**src/rtl/round_judge_if.sv**
```systemverilog
// Score-keeper / player bus of the round judge.
interface round_judge_if;
  logic        start;
  logic [2:0]  problem;
  logic        round_ack;
  logic        ans_a_valid;
  logic [1:0]  ans_a;
  logic        ans_b_valid;
  logic [1:0]  ans_b;
  logic        ready;
  logic        check1;
  logic        check2;
  logic        lock_a;
  logic        lock_b;
  logic [23:0] timer;
  logic        game_over;

  // Driver side: players and score keeper.
  modport master (
    output start, problem, round_ack, ans_a_valid, ans_a, ans_b_valid, ans_b,
    input  ready, check1, check2, lock_a, lock_b, timer, game_over
  );

  // Judge side.
  modport slave (
    input  start, problem, round_ack, ans_a_valid, ans_a, ans_b_valid, ans_b,
    output ready, check1, check2, lock_a, lock_b, timer, game_over
  );
endinterface

```
**src/rtl/round_judge.sv**
```systemverilog
// Per-question round controller: runs the answer window, latches each player's
// first answer, judges it against KEY and holds the verdict until round_ack.
module round_judge #(
  parameter int unsigned ROUND_CYCLES = 50_000_000,
  parameter int unsigned NUM_PROBLEMS = 5,
  parameter logic [15:0] KEY          = 16'h0000
) (
  input logic          clk,
  input logic          greset,
  round_judge_if.slave bus
);

  typedef enum logic [2:0] {StIdle, StArmed, StVerdict, StGap, StDone} state_e;

  localparam logic [23:0] TimerLoad    = 24'(ROUND_CYCLES - 1);
  localparam logic [2:0]  ProblemLimit = 3'(NUM_PROBLEMS);

  state_e      state_q, state_d;
  logic [23:0] timer_q, timer_d;
  logic        lock_a_q, lock_a_d, lock_b_q, lock_b_d;
  logic [1:0]  ans_a_q, ans_a_d, ans_b_q, ans_b_d;
  logic        ready_q, ready_d;
  logic        check1_q, check1_d, check2_q, check2_d;
  logic        game_over_q, game_over_d;
  logic [1:0]  key_sel;

  assign key_sel = KEY[{bus.problem, 1'b0} +: 2];

  // State and output registers, synchronous reset.
  always_ff @(posedge clk) begin
    if (greset) begin
      state_q     <= StIdle;
      timer_q     <= '0;
      lock_a_q    <= 1'b0;
      lock_b_q    <= 1'b0;
      ans_a_q     <= '0;
      ans_b_q     <= '0;
      ready_q     <= 1'b0;
      check1_q    <= 1'b0;
      check2_q    <= 1'b0;
      game_over_q <= 1'b0;
    end else begin
      state_q     <= state_d;
      timer_q     <= timer_d;
      lock_a_q    <= lock_a_d;
      lock_b_q    <= lock_b_d;
      ans_a_q     <= ans_a_d;
      ans_b_q     <= ans_b_d;
      ready_q     <= ready_d;
      check1_q    <= check1_d;
      check2_q    <= check2_d;
      game_over_q <= game_over_d;
    end
  end

  // Next-state: answer capture, window timing, verdict and round sequencing.
  always_comb begin
    state_d     = state_q;
    timer_d     = timer_q;
    lock_a_d    = lock_a_q;
    lock_b_d    = lock_b_q;
    ans_a_d     = ans_a_q;
    ans_b_d     = ans_b_q;
    ready_d     = ready_q;
    check1_d    = check1_q;
    check2_d    = check2_q;
    game_over_d = game_over_q;

    case (state_q)
      StIdle: begin
        if (bus.start) begin
          state_d  = StArmed;
          timer_d  = TimerLoad;
          lock_a_d = 1'b0;
          lock_b_d = 1'b0;
          ans_a_d  = '0;
          ans_b_d  = '0;
        end
      end
      StArmed: begin
        if (bus.ans_a_valid && !lock_a_q) begin
          ans_a_d  = bus.ans_a;
          lock_a_d = 1'b1;
        end
        if (bus.ans_b_valid && !lock_b_q) begin
          ans_b_d  = bus.ans_b;
          lock_b_d = 1'b1;
        end
        if (timer_q != '0) begin
          timer_d = timer_q - 24'd1;
        end
        // Judge on the next-state locks so a strobe on the closing edge counts.
        if (timer_q == '0 || (lock_a_d && lock_b_d)) begin
          state_d  = StVerdict;
          ready_d  = 1'b1;
          check1_d = lock_a_d && (ans_a_d == key_sel);
          check2_d = lock_b_d && (ans_b_d == key_sel);
        end
      end
      StVerdict: begin
        if (bus.round_ack) begin
          state_d  = StGap;
          ready_d  = 1'b0;
          check1_d = 1'b0;
          check2_d = 1'b0;
        end
      end
      StGap: begin
        // problem was advanced by the score keeper on the ack edge.
        if (bus.problem >= ProblemLimit) begin
          state_d     = StDone;
          game_over_d = 1'b1;
          timer_d     = '0;
          lock_a_d    = 1'b0;
          lock_b_d    = 1'b0;
        end else begin
          state_d  = StArmed;
          timer_d  = TimerLoad;
          lock_a_d = 1'b0;
          lock_b_d = 1'b0;
          ans_a_d  = '0;
          ans_b_d  = '0;
        end
      end
      StDone: begin
      end
      default: begin
        state_d = StIdle;
      end
    endcase
  end

  assign bus.ready     = ready_q;
  assign bus.check1    = check1_q;
  assign bus.check2    = check2_q;
  assign bus.lock_a    = lock_a_q;
  assign bus.lock_b    = lock_b_q;
  assign bus.timer     = timer_q;
  assign bus.game_over = game_over_q;

endmodule

```
**src/flat_wrapper.sv**
```systemverilog
// flat-port wrapper written by rule: the top's interface ports become plain ports
module round_judge_flat 
#(
  parameter int unsigned ROUND_CYCLES = 50_000_000,
  parameter int unsigned NUM_PROBLEMS = 5,
  parameter logic [15:0] KEY          = 16'h0000
)
  (clk, greset, bus_start, bus_problem, bus_round_ack, bus_ans_a_valid, bus_ans_a, bus_ans_b_valid, bus_ans_b, bus_ready, bus_check1, bus_check2, bus_lock_a, bus_lock_b, bus_timer, bus_game_over);
  round_judge_if bus_i ();
  input logic clk;
  input logic greset;
  input wire logic [$bits(bus_i.start)-1:0] bus_start;
  input wire logic [$bits(bus_i.problem)-1:0] bus_problem;
  input wire logic [$bits(bus_i.round_ack)-1:0] bus_round_ack;
  input wire logic [$bits(bus_i.ans_a_valid)-1:0] bus_ans_a_valid;
  input wire logic [$bits(bus_i.ans_a)-1:0] bus_ans_a;
  input wire logic [$bits(bus_i.ans_b_valid)-1:0] bus_ans_b_valid;
  input wire logic [$bits(bus_i.ans_b)-1:0] bus_ans_b;
  output wire logic [$bits(bus_i.ready)-1:0] bus_ready;
  output wire logic [$bits(bus_i.check1)-1:0] bus_check1;
  output wire logic [$bits(bus_i.check2)-1:0] bus_check2;
  output wire logic [$bits(bus_i.lock_a)-1:0] bus_lock_a;
  output wire logic [$bits(bus_i.lock_b)-1:0] bus_lock_b;
  output wire logic [$bits(bus_i.timer)-1:0] bus_timer;
  output wire logic [$bits(bus_i.game_over)-1:0] bus_game_over;
  assign bus_i.start = bus_start;
  assign bus_i.problem = bus_problem;
  assign bus_i.round_ack = bus_round_ack;
  assign bus_i.ans_a_valid = bus_ans_a_valid;
  assign bus_i.ans_a = bus_ans_a;
  assign bus_i.ans_b_valid = bus_ans_b_valid;
  assign bus_i.ans_b = bus_ans_b;
  assign bus_ready = bus_i.ready;
  assign bus_check1 = bus_i.check1;
  assign bus_check2 = bus_i.check2;
  assign bus_lock_a = bus_i.lock_a;
  assign bus_lock_b = bus_i.lock_b;
  assign bus_timer = bus_i.timer;
  assign bus_game_over = bus_i.game_over;
  round_judge #(.ROUND_CYCLES(ROUND_CYCLES), .NUM_PROBLEMS(NUM_PROBLEMS), .KEY(KEY)) u_core (.clk(clk), .greset(greset), .bus(bus_i));
endmodule
```
**config.mk**
```make
export PLATFORM = sky130hd
export DESIGN_NAME = round_judge_flat
export DESIGN_NICKNAME = d
export VERILOG_FILES = /design/src/rtl/round_judge_if.sv /design/src/rtl/round_judge.sv /design/src/flat_wrapper.sv
export SDC_FILE = /design/constraint.sdc
export NUM_CORES = 1
export LEC_CHECK = 0
export BUFFER_PORTS_ARGS = -buffer_cell sky130_fd_sc_hd__buf_2
export CAP_MARGIN = 10
export CORE_UTILIZATION = 35
export CTS_CLUSTER_SIZE = 28
export DETAILED_ROUTE_END_ITERATION = 16
export RECOVER_POWER = 100
export REMOVE_ABC_BUFFERS = 1
export SLEW_MARGIN = 20
export SYNTH_ARGS = -nofsm -noshare
export SYNTH_HDL_FRONTEND = slang
export SYNTH_SLANG_ARGS = --single-unit
```
**constraint.sdc**
```tcl
create_clock -name clk -period 5.1 [get_ports clk]
set_clock_uncertainty 0.1 [all_clocks]
set_input_delay 0.51 -clock clk [delete_from_list [all_inputs] [get_ports clk]]
set_output_delay 0.51 -clock clk [all_outputs]
set_load 0.02 [all_outputs]
```
After elaboration in Yosys (flattened, before gate mapping)
Cells that the tools add are included.

operators by class
  $add $sub $neg = 1
  $mul = 0
  divide/modulo/power cells = 0
  order comparisons = 1
  equal/unequal tests = 11
  shifts and indexed selects = 1
  multiplexer cells = 31
  bitwise operators = 1
  reductions and logical operators = 19

operators with widths
  kind                                                                         count
  24-bit 2-to-1 mux                                                            3
  24-bit case mux with 3 select lines                                          1
  24-bit zero test                                                             1
  24-bit nonzero test                                                          1
  24-bit by 1-bit subtractor with 24-bit output, second input constant         1
  16-bit by 5-bit indexed part select with 2-bit output, first input constant  1
  3-bit case mux with 5 select lines                                           1
  2-bit 2-to-1 mux                                                             6
  3-bit 2-to-1 mux                                                             4
  2-bit case mux with 3 select lines                                           2
  1-bit 2-to-1 mux                                                             9
  3-bit AND reduction                                                          3
  3-bit by 2-bit == test with 1-bit output, second input constant              2
  2-bit inequality test, second input constant                                 3
  1-bit case mux with 2 select lines                                           3
  1-bit case mux with 3 select lines                                           2
  1-bit logical AND                                                            5
  2-bit == test                                                                2
  2-bit by 1-bit inequality test with 1-bit output, second input constant      2
  2-bit AND reduction                                                          2
  4-bit AND reduction                                                          1
  3-bit by 1-bit == test with 1-bit output, second input constant              1
  3-bit == test, second input constant                                         1
  3-bit greater-or-equal comparator, second input constant                     1
  other kinds (6)                                                              7

storage, ports and cells
  register bits after elaboration = 37
  latch bits = 0
  memory bits (writable) = 0
  bits in read-only memories = 0
  input port bits = 13
  output and inout port bits = 30
  logic and storage cells = 75
  memories = 0

Logic depth before layout (Yosys ltp)
Gate-level depths: netlist of run 1.

  depth after elaboration = 8
  depth in mapped cells = 8
  depth with buffers taken out = 6

Worst setup path before layout of run 1
No wires, ideal clock.

  kind = register -> register
  from = register u_core.timer_q[2] (netlist: u_core.bus.timer[2])
  to = register u_core.timer_q[11] (netlist: u_core.bus.timer[11])
  library setup time = 72 ps
  data arrival time = 2146 ps
  required time = 4928 ps
  slack = 2782 ps
  cell stages (with the launch flop) = 6
  buffers on the path = 0
  clock period less this slack = 2318 ps
  cell sequence = dfxtp_1 -> or4_1 -> or3_4 -> or3b_1 -> or3_1 -> a21oi_1

between the ends
  word-level cells in the longest chain between the ends = 3
  elaborated cells on any way between the ends = 6
  classes of those cells = add/sub: 1; eq/ne: 1; mux: 2; reduce/logical: 2

ends and longest elaborated chain
  item                                                                                   RTL line                              text
  start, declared                                                                        round_judge.sv:19                     logic [23:0] timer_q, timer_d;
  start signal, assigned                                                                 round_judge.sv:44                     timer_q <= timer_d;
  24-bit by 1-bit subtractor with 24-bit output or 24-bit nonzero test (tied branches)   round_judge.sv:90, round_judge.sv:89
  24-bit 2-to-1 mux or 2-bit by 1-bit inequality test with 1-bit output (tied branches)  n/a
  24-bit case mux with 3 select lines or 3-bit AND reduction (tied branches)             n/a

Parallel ways exist; a longest one is shown, timed or not. The select of a mux whose other input is x is not followed.
A chain may end at the register's enable or synchronous reset.

Worst setup path after layout of run 1
  from = register u_core.timer_q[16] (netlist: u_core.bus.timer[16])
  to = register u_core.timer_q[19] (netlist: u_core.bus.timer[19])

The elaborated chain is that of the path after synthesis.

==> results of run 1 <==
critical path, cell delays in order (launching register included):
cell and delay, ns:
dfxtp_1 0.36, nor4_1 0.72, nand4_1 0.32, o31ai_2 0.31
clkbuf_1 0.85, o21ai_0 0.24, a21oi_1 0.19
cell usage in the layout, fill, tap and decap left out, types with 2 or more instances in the layout:
cell type / n
clkbuf_1: 32
a21boi_0: 2
nor3_1: 12
nand2_1: 14
nor3b_1: 4
nor4_1: 11
or3_1: 8
nor2b_1: 5
a21oi_1: 36
a211oi_1: 4
clkbuf_8: 5
nand2b_1: 4
ha_1: 2
buf_2: 12
nand3_1: 3
clkinv_2: 2
o21ai_0: 36
nand4_1: 5
a22oi_1: 5
inv_1: 7
a211o_1: 3
o31ai_1: 3
and2_1: 3
o211ai_1: 2
nor2_1: 27
dfxtp_1: 37
cell type report:
type,instances,share of cell area [%]
inverters,7,1.12
multi-input cells,212,52.1
well taps,72,3.84
repair buffers,44,7.84
clock buffers,6,3.09
flip-flops and latches,37,31.6
clock inverters,2,0.427
layer usage:
layer	wire length [um]	vias to the layer above
li1	-	1082
met1	2650	982
met2	2580	64
met3	289	5
met4	69	0
met5	0	-
registers in the layout, summed over array words and instances (netlist names):
| signal | cells |
|---|---|
| u_core.bus.game_over | 1 |
| u_core.bus.lock_a | 1 |
| u_core.state_q | 3 |
| u_core.bus.check1 | 1 |
| u_core.bus.check2 | 1 |
| u_core.ans_b_q | 2 |
| u_core.ans_a_q | 2 |
| u_core.bus.lock_b | 1 |
| u_core.bus.timer | 24 |
| u_core.bus.ready | 1 |
stage by stage:
step	std cells	instance area, sq um	hold slack [ns]
floorplan	256	1980	0.378
global placement	372	2300	0.359
detailed placement	372	2300	0.375
CTS	380	2390	0.372
global route	380	2350	0.384
finish	380	2350	0.381
power groups by stage:
stage	clock network, W	registers [W]	logic [W]
2_1_floorplan	0	0.000375	0.000131
3_3_place_gp	0	0.000355	0.000229
3_5_place_dp	0	0.000356	0.000229
4_1_cts	0.000209	0.000349	0.000231
5_1_grt	0.000219	0.000356	0.000249
6_report	0.000201	0.000350	0.000225
worst paths after layout:
path,start,end,slack (ns),cells past startpoint
worst max-delay path,u_core.bus.timer[16]$_SDFFE_PP0P_,u_core.bus.timer[19]$_SDFFE_PP0P_,1.92,6
worst min-delay path,bus_ans_a_valid,u_core.bus.lock_a$_SDFFE_PP0P_,0.38,3
worst max register to register,u_core.bus.timer[16]$_SDFFE_PP0P_,u_core.bus.timer[19]$_SDFFE_PP0P_,1.92,6
worst min register to register,u_core.bus.timer[23]$_SDFFE_PP0P_,u_core.bus.timer[23]$_SDFFE_PP0P_,0.40,2
cell families (layout without fill, tap and decap cells):
kind of cell | after synthesis | after routing | synth area share [%]
buffers and inverters | 24 | 59 | 4.82
DFF | 37 | 37 | 36.1
adders and majority gates | 2 | 2 | 1.22
and+or+nand+nor | 105 | 105 | 27.4
AOI/OAI and AO/OA | 105 | 105 | 30.5
==> reports/summary.txt, run 1 <==
drt drc: 0
relative slew slack: 24.9%
Vias: 2133
async set or reset register ratio after synthesis: 0%
TritonCTS clock tree: yes
critical path peak fanout: 29
synthesized area: 2050 sq um
initial antenna violation count: 0
Commonest cells post-synth: dfxtp_1 (37), a21oi_1 (36), o21ai_0 (35)
Yosys top cell by area: dfxtp_1
Iteration-0 DRC Markers: 181
total power: 0.000775 W
total congestion overflow: 0
Leak: 0.808 nW
Top FF cell, synth: dfxtp_1
Die Wd: 78.6 um
RSZ-0062 raised after global routing: no
DR WL/cell: 14.7 um
post-CTS setup buffer count: 0
Initial DRT Pass Iterations: 5
top cells by area, synth: dfxtp_1 (36%), a21oi_1 (8.8%), o21ai_0 (8.5%)
Nets: 322
Filler cells: 609
Pwr Density: 331 nW/um^2
max cap viols: 0
Tot GR Track Use: 18.9%
ant diodes: 0
share of layout cells above drive strength 1: 8.77%
num rows: 27
area growth from synthesis to layout: 14.3%
post-synth cell types: 48
Slew Limit Fails: 0
CP required: 5.22 ns
Reg power frac: 45.2%
area of the multi-input gates: 1220 sq um
Post-Place Setup Slack: 2.60 ns
Net Sw Frac: 37.9%
DIE AREA: 6170 sq um
HP Class: primary input to flop
vias in the first global route: 1878
Most Crowded Layer GR: met2
post-route ant nets: 0
post-synthesis cell count: 273
GP Congestion: 0.806
crit path launch type: flop
Reg clk slew, reported paths: 0.08 ns
post-detail-place hpwl: 3.77 mm
CTS root buf: clkbuf_8
CTS resizes: 0
Final setup viols: 0
most instantiated library cell after synthesis: dfxtp_1
FF+latch area: 741 sq um
Final period util: 62.3%
peak supply drop: 0.000121 V
Clock power frac: 25.9%
CTS max path bufs: 2
Switch Pwr: 0.000294 W
clock insertion delay at the later pin of the skew report: 0.29 ns
maximum clock rate: 0.315 GHz
final hold viol count: 0
setup TNS: 0 ns
met3 usage: 3.84%
vias per cell: 5.61
port bufs: 42
M2 GR Usage: 29.6%
crit end category: flop
final worst setup slack: 1.92 ns
part of the Yosys area used for sequential elements: 36.1%
Final Core Density: 42.1%
Core Box Area: 5570 sq um
run status: completed
depth of the CTS H-tree: 2
first-pass GRT wire length: 9.26 mm
final critical-path required period: 3.18 ns
largest net degree at the start of global routing: 32
Crit Path Class: flop to flop
worst slew pin tran: 1.13 ns
Starting Density: 36.8%
top cell type's share of synthesized area: 36.1%
Ports: 43
critical path arrival: 3.30 ns
routing usage on met1: 26.1%
CTS Buf Count: 5
Internal Power: 0.000482 W
synthesized area per cell: 7.52 sq um
Comb pwr share: 29.0%
DIE HEIGHT: 78.6 um
EDFF count, synth: 0
drt total wl: 5.59 mm
YS warnings: 0
Synth Register Bits: 37
CTS sink cnt: 37
Hold Buf Count CTS: 0
Note: power is estimated with default switching activity, not from simulation.
==> run 2, diff against run 1 <==
==> constraint.sdc (replaced) <==
create_clock -name clk -period 3 [get_ports clk]
set_clock_uncertainty 0.1 [all_clocks]
set_input_delay 0.3 -clock clk [delete_from_list [all_inputs] [get_ports clk]]
set_output_delay 0.3 -clock clk [all_outputs]
set_load 0.02 [all_outputs]
==> run 2 against run 1 <==
Via count is 1.7% higher. Utilization rose by 0.63 points. Hold slack got worse by 0.21 ns. Power up 73%.
==> reports/summary.txt, run 2 (synthesis results as in run 1) <==
Iteration-0 DRC Markers: 228
CTS max path bufs: 2
post-route ant nets: 0
R2R Setup Slk: 0.55 ns
DIE AREA: 6170 sq um
Starting Density: 36.8%
Reg power frac: 44.2%
CP required: 3.10 ns
relative slew slack: 46.0%
DR WL/cell: 14.8 um
Worst Hold Depth: 3
first-pass GRT wire length: 9.22 mm
clock insertion delay at the later pin of the skew report: 0.29 ns
Filler cells: 585
peak supply drop: 0.000218 V
Pwr Density: 565 nW/um^2
crit end category: flop
total power: 0.00134 W
Slew Limit Fails: 0
Net Sw Frac: 36.8%
depth of the CTS H-tree: 2
post-placement cell area: 2330 sq um
Vias: 2169
CP Buf/Inv Count: 1
Critical Path Slowest Stage Cell: nor4_1
DIE HEIGHT: 78.6 um
most frequent cells in the layout: dfxtp_1 (37), o21ai_0 (36), a21oi_1 (36)
Hold Path Sink: u_core.ans_a_q[0]$_SDFFE_PP0P_
drt total wl: 5.66 mm
RSZ-0062 raised after global routing: no
cell chain of the critical path: nor4_1, nand4_1, o31ai_2, clkbuf_2, a211oi_1, a211oi_1
CTS root buf: clkbuf_8
CP dominant cell by count: a211oi_1
vias per cell: 5.66
leading cell type in the layout, fill and taps excluded: dfxtp_1
crit path launch type: flop
Clock power frac: 26.2%
vias in the first global route: 1906
Final setup viols: 0
max reg flops: 24
ant diodes: 0
final hold viol count: 0
Final period util: 81.7%
drt drc: 0
Switch Pwr: 0.000494 W
GP Congestion: 0.808
critical path arrival: 2.55 ns
share of layout cells above drive strength 1: 9.97%
FF-to-FF Start: u_core.bus.timer[13]$_SDFFE_PP0P_
Reg clk slew, reported paths: 0.07 ns
worst r2r path cells: 6
HP Start: bus_ans_a[0]
run status: completed
CTS Buf Count: 5
Crit Path Class: flop to flop
initial antenna violation count: 0
num rows: 27
maximum clock rate: 0.408 GHz
HP Class: primary input to flop
critical path peak fanout: 29
R2R Path End: u_core.bus.timer[0]$_SDFFE_PP0P_
Final Cell Area: 2380 sq um
CP max stage delay: 0.48 ns
post-CTS setup buffer count: 0
Internal Power: 0.000850 W
Finished Layout Cells: 383
final critical-path required period: 2.45 ns
area growth from synthesis to layout: 16.0%
CTS resizes: 0
total congestion overflow: 0
Placed Cells: 376
Die Wd: 78.6 um
max cap viols: 0
worst slew pin tran: 0.801 ns
post-detail-place hpwl: 3.84 mm
Hold Buf Count CTS: 0
Initial DRT Pass Iterations: 5
port bufs: 42
Ports: 43
TritonCTS clock tree: yes
Core Box Area: 5570 sq um
Top delay family on crit path: simple AND/OR/NAND/NOR gates
CTS sink cnt: 37
Comb pwr share: 29.6%
Tot GR Track Use: 18.9%
Nets: 326
number of cells on the critical path: 6
largest net degree at the start of global routing: 32
Leak: 0.830 nW
run 2: cell count changes in the layout (fill, tap and decap cells not counted):
cell / delta
buf_4: +4
clkinv_2: -2
clkbuf_1: -1
clkbuf_2: +1
clkbuf_8: +1
run 2: worst min-delay path: cells and delay by family:
kind                   cells  cell delay [ns]
AND/OR/NAND/NOR            1             0.08
AO/OA/AOI/OAI              1             0.06
buffers and inverters      1             0.09
run 2: cell type report:
| type | instances | area [sq um] | area share [%] |
|---|---|---|---|
| clock buffer | 7 | 86.3 | 3.63 |
| inverter | 7 | 26.3 | 1.10 |
| multi-input combinational | 212 | 1220 | 51.3 |
| sequential | 37 | 741 | 31.1 |
| tap | 72 | 90.1 | 3.78 |
| timing repair buffer | 48 | 215 | 9.04 |
run 2: worst max-delay path by stage:
stage                                      start                           endpoint
2_1_floorplan  u_core.bus.timer[16]$_SDFFE_PP0P_   u_core.bus.timer[7]$_SDFFE_PP0P_
3_3_place_gp    u_core.bus.timer[2]$_SDFFE_PP0P_  u_core.bus.timer[11]$_SDFFE_PP0P_
3_5_place_dp    u_core.bus.timer[2]$_SDFFE_PP0P_  u_core.bus.timer[11]$_SDFFE_PP0P_
4_1_cts         u_core.bus.timer[2]$_SDFFE_PP0P_  u_core.bus.timer[11]$_SDFFE_PP0P_
5_1_grt        u_core.bus.timer[12]$_SDFFE_PP0P_   u_core.bus.timer[8]$_SDFFE_PP0P_
6_report       u_core.bus.timer[13]$_SDFFE_PP0P_   u_core.bus.timer[0]$_SDFFE_PP0P_
run 2: per-layer routing:
metal / global-route usage [%] / wire length (um) / share of wire (%)
met5: 0 / 0 / 0
met4: 5.93 / 59 / 1.0
met3: 3.60 / 307 / 5.4
met2: 30.2 / 2600 / 46
met1: 25.6 / 2690 / 47
run 2: power by group through the flow:
stage	combinational [W]	clock [W]	sequential, W
2_1_floorplan	0.000222	0	0.000638
3_3_place_gp	0.000404	0	0.000602
3_5_place_dp	0.000404	0	0.000603
4_1_cts	0.000405	0.000364	0.000592
5_1_grt	0.000443	0.000385	0.000602
6_report	0.000398	0.000352	0.000594
run 2: per-stage QoR:
step,hold slack (ns),util [%],setup WS [ns],TNS (ns)
floorplan,0.265,-,-0.265,-5.12
global placement,0.359,41.9,0.716,0
detailed placement,0.359,41.9,0.686,0
CTS,0.168,43.4,0.670,0
global route,0.202,42.7,0.286,0
finish,0.173,42.7,0.549,0
